$ cat config.mk
export PLATFORM = sky130hd
export DESIGN_NAME = bus_router
export DESIGN_NICKNAME = d
export VERILOG_FILES = /design/src/rtl/bus_router.sv
export SDC_FILE = /design/constraint.sdc
export NUM_CORES = 1
export LEC_CHECK = 0
export CAP_MARGIN = 20
export CORE_UTILIZATION = 35
export CTS_CLUSTER_DIAMETER = 150
export DETAILED_ROUTE_END_ITERATION = 6
export PLACE_DENSITY = 0.87
export SKIP_LAST_GASP = 1
export SYNTH_ARGS = -nofsm -noshare
export SYNTH_HDL_FRONTEND = slang
export SYNTH_SLANG_ARGS = --single-unit
$ cat constraint.sdc
create_clock -name clk -period 1.5 [get_ports clk]
set_input_delay 0.225 -clock clk [delete_from_list [all_inputs] [get_ports clk]]
set_output_delay 0.225 -clock clk [all_outputs]
set_load 0.05 [all_outputs]
$ cat src/rtl/bus_router.sv
// bus_router: shared registered bus; round-robin arbitration of NSRC sources into one holding
// register that delivers to one of NDST destinations, valid/ready on both sides.
module bus_router #(
  parameter int WIDTH = 8,
  parameter int NSRC = 2,
  parameter int NDST = 2,
  localparam int DSTW = (NDST > 1) ? $clog2(NDST) : 1,
  localparam int GW = (NSRC > 1) ? $clog2(NSRC) : 1
) (
  input  logic                    clk,
  input  logic                    rst_n,
  input  logic [NSRC-1:0]         src_valid,
  input  logic [NSRC*WIDTH-1:0]   src_data,
  input  logic [NSRC*DSTW-1:0]    src_dest,
  output logic [NSRC-1:0]         src_ready,
  output logic [NDST-1:0]         dst_valid,
  output logic [NDST*WIDTH-1:0]   dst_data,
  input  logic [NDST-1:0]         dst_ready,
  output logic                    busy,
  output logic [GW-1:0]           grant_id,
  output logic                    drop_err
);
  typedef enum logic {EMPTY, FULL} state_t;
  state_t r_state, w_next;
  logic [WIDTH-1:0] r_bus_data;
  logic [DSTW-1:0] r_bus_dest, w_dest;
  logic [GW-1:0] r_rr_ptr, r_grant_id, w_win, w_idx;
  logic r_drop_err, w_found, w_drain, w_can, w_acc, w_oor;
  assign busy = (r_state == FULL);
  // dst_ready reaches src_ready combinationally through w_drain; budget that path in timing.
  assign w_drain = busy & dst_ready[r_bus_dest];
  assign w_can = ~busy | w_drain;
  // Descending offset scan so the source closest to r_rr_ptr is the last (winning) assignment.
  always_comb begin
    w_found = 1'b0;
    w_win = '0;
    w_idx = '0;
    for (int k = NSRC - 1; k >= 0; k--) begin
      w_idx = GW'((int'(r_rr_ptr) + k) % NSRC);
      if (src_valid[w_idx]) begin
        w_found = 1'b1;
        w_win = w_idx;
      end
    end
  end
  assign w_acc = w_can & w_found;
  assign src_ready = w_acc ? (NSRC'(1) << w_win) : '0;
  assign w_dest = src_dest[w_win*DSTW +: DSTW];
  assign w_oor = int'(w_dest) >= NDST;
  always_comb w_next = (w_acc & ~w_oor) ? FULL : w_drain ? EMPTY : r_state;
  always_ff @(posedge clk or negedge rst_n) begin
    if (!rst_n) begin
      r_state <= EMPTY;
      r_bus_data <= '0;
      r_bus_dest <= '0;
      r_rr_ptr <= '0;
      r_grant_id <= '0;
      r_drop_err <= 1'b0;
    end else begin
      r_state <= w_next;
      if (w_acc) begin
        r_rr_ptr <= (int'(w_win) == NSRC - 1) ? '0 : w_win + GW'(1);
        r_grant_id <= w_win;
        if (w_oor) r_drop_err <= 1'b1;
        else begin
          r_bus_data <= src_data[w_win*WIDTH +: WIDTH];
          r_bus_dest <= w_dest;
        end
      end
    end
  end
  always_comb begin
    dst_valid = '0;
    dst_data = '0;
    if (busy) begin
      dst_valid[r_bus_dest] = 1'b1;
      dst_data[r_bus_dest*WIDTH +: WIDTH] = r_bus_data;
    end
  end
  assign grant_id = r_grant_id;
  assign drop_err = r_drop_err;
endmodule
==> metrics.cfg <==
[routing]
final_antenna_net_count = 0
drt-wirelength-per-cell_um = 19.7
drc = 0
route.vias.total = 913
via_per_inst = 5.82
firstDrtPassIters = 4
first_iter_violations = 45
routed_wl_mm = 3.09

[floorplanning]
die_h_um = 47.0
io_pins = 47
start_util_pct = 39.0
die_area_um2 = 2210
die_w_um = 47.0
coreArea_um2 = 1820
num_rows = 15

[critical_path]
cp-end-kind = primary output
arrival_ns = 1.42
cp_max_fo = 3
startpoint_type = flop
cp.required_ns = 1.27
path_class = flop to primary output

[clock_network]
cts_max_level = 1
clock_path_buffers = 2
cts_tree = yes
clkLatencyLatePin_ns = 0.27
cts_root_buf = clkbuf_4
cts.clk_slew.worst_paths_ns = 0.08
numCtsBuffers = 3
cts.sinks = 12

[place]
finalWeightedCongestion = 0.799
port_buffers = 45
dpl.cell_count = 145
dpl.hpwl_mm = 2.19

[synthesis]
synth_warnings = 0
synth_seq_cells = 12
synth.area.top_cells = dfrtp_1 42%, and3_1 14%, o2bb2ai_1 9.9%
syn_inst = 74
synth_fp_nets = 98
netlist_area_um2 = 709
async_flop_share_pct = 100
synthFlopType = dfrtp_1
syn_area_per_cell_um2 = 9.59
synth.distinct_cells = 24
netlist.area_leader.share_pct = 42.3
yosysSeqAreaShare_pct = 42.3
yosys.area.top_type = dfrtp_1
synth_edf_count = 0

[timing]
final.period_utilization_pct = 110
relSlewSlack_pct = 63.3
tightestPinTransition_ns = 0.549
drv_slew = 0
hold_viol_final = 0
max_freq_mhz = 608
period_minus_slack_ns = 1.65
setup_slack_ns = -0.146
rsz0062_at_grt = yes
finalSetupViolations = 12
fin_worst_skew_ns = 0.00468
holdWs_ns = 0.302

[flow_run]
maxCapViolations = 0

[power_and_ir_drop]
ir_drop_v = 0.00113
power.leakage_nw = 0.709
powerDensity_nw_per_um2 = 1610

[cells_and_area]
final_cells = 157
n_fill_cell = 97
ff_latch_area_um2 = 302
final_cell_mix = 22 x clkdlybuf4s50_1, 22 x buf_12, 15 x and3_1
multi_input_area_um2 = 398
final_nets = 157
drive_gt1_share_pct = 40.2
num_antenna_cells = 0
syn2layout_area_growth_pct = 119

[global_route]
grt_pass1_vias = 849
antenna_found_initial = 0
overflow = 0
grtUsageTotal_pct = 29.3
grt_max_degree = 21
grt_pass1_wl_mm = 4.34

[hold_path]
min_path_type = primary input to async pin

[status]
violations = negative setup slack
outcome = finished, violations left

==> final timing paths <==
| path | start | end | slack, ns | cells after the start |
|---|---|---|---|---|
| max reg2reg | r_bus_dest$_DFFE_PN0P_ | busy$_DFFE_PN0P_ | -0.01 | 5 |
| max in group asynchronous | rst_n | busy$_DFFE_PN0P_ | 0.81 | 1 |
| min in group clk | r_bus_data[2]$_DFFE_PN0P_ | r_bus_data[2]$_DFFE_PN0P_ | 0.54 | 1 |
| min | rst_n | r_bus_data[2]$_DFFE_PN0P_ | 0.30 | 1 |
| min reg2reg | r_bus_data[2]$_DFFE_PN0P_ | r_bus_data[2]$_DFFE_PN0P_ | 0.54 | 1 |
| max | r_bus_dest$_DFFE_PN0P_ | src_ready[1] | -0.15 | 4 |
==> through the flow <==
stage / utilization [%] / power, W / TNS [ns] / worst slack (ns) / instance area [um^2]
floorplan: - / 0.00129 / 0 / 0.00519 / 716
global placement: 78.9 / 0.00207 / -0.440 / -0.0475 / 1440
detailed placement: 78.9 / 0.00213 / -2.01 / -0.216 / 1440
CTS: 83.0 / 0.00244 / -0.428 / -0.100 / 1510
global route: 85.5 / 0.00259 / -1.30 / -0.180 / 1560
finish: 85.5 / 0.00251 / -0.602 / -0.146 / 1560
==> cell families after synthesis <==
kind of cell,Yosys count,synth area share (%)
AOI/OAI and AO/OA,25,27.2
muxes,1,1.41
DFF,12,42.3
other,1,0.529
and+or+nand+nor,27,22.8
buffers and inverters,8,5.82
==> critical path, cell delays in order (launching register included) <==
cell,delay [ns]
dfrtp_1,0.40
mux2i_2,0.30
nand2_2,0.13
and2_4,0.17
buf_12,0.14
==> cell usage after synthesis (2+ instances only) <==
cell / instances
o2bb2ai_1: 8
inv_1: 2
clkbuf_1: 4
and3_1: 16
a21oi_1: 2
nor2_1: 3
a22oi_1: 8
dfrtp_1: 12
o21ai_1: 2
and2_1: 3
==> routing by layer <==
| metal | wire length (um) | up-vias | global-route usage [%] |
|---|---|---|---|
| met1 | 1120 | 430 | 35.7 |
| met2 | 1650 | 68 | 53.1 |
| met5 | 0 | - | 0 |
| li1 | - | 401 | - |
| met3 | 199 | 14 | 4.23 |
| met4 | 127 | 0 | 9.71 |
==> registers in the layout, summed over array words and instances (netlist names) <==
| register | count |
|---|---|
| r_rr_ptr | 1 |
| grant_id | 1 |
| busy | 1 |
| r_bus_dest | 1 |
| r_bus_data | 8 |
==> report_power, final <==
| group | switching, W | internal (W) |
|---|---|---|
| logic | 0.000898 | 0.000821 |
| clock network | 0.000109 | 0.000148 |
| registers | 0.000107 | 0.000423 |
==> final cells by class <==
cell class / count / share of cell area [%]
timing repair buffer: 60 / 50.2
clock buffer: 4 / 2.33
tap: 25 / 2.01
inverter: 2 / 0.482
multi-input combinational: 54 / 25.6
sequential: 12 / 19.4
==> what timing repair did <==
action / CTS / global route
gates resized for setup: 4 / 4
gates cloned: 0 / 0
hold buffers: 0 / 0
buffers inserted: 4 / 4
setup endpoints to repair: 5 / 27
Power figures use the tool's default switching activity.
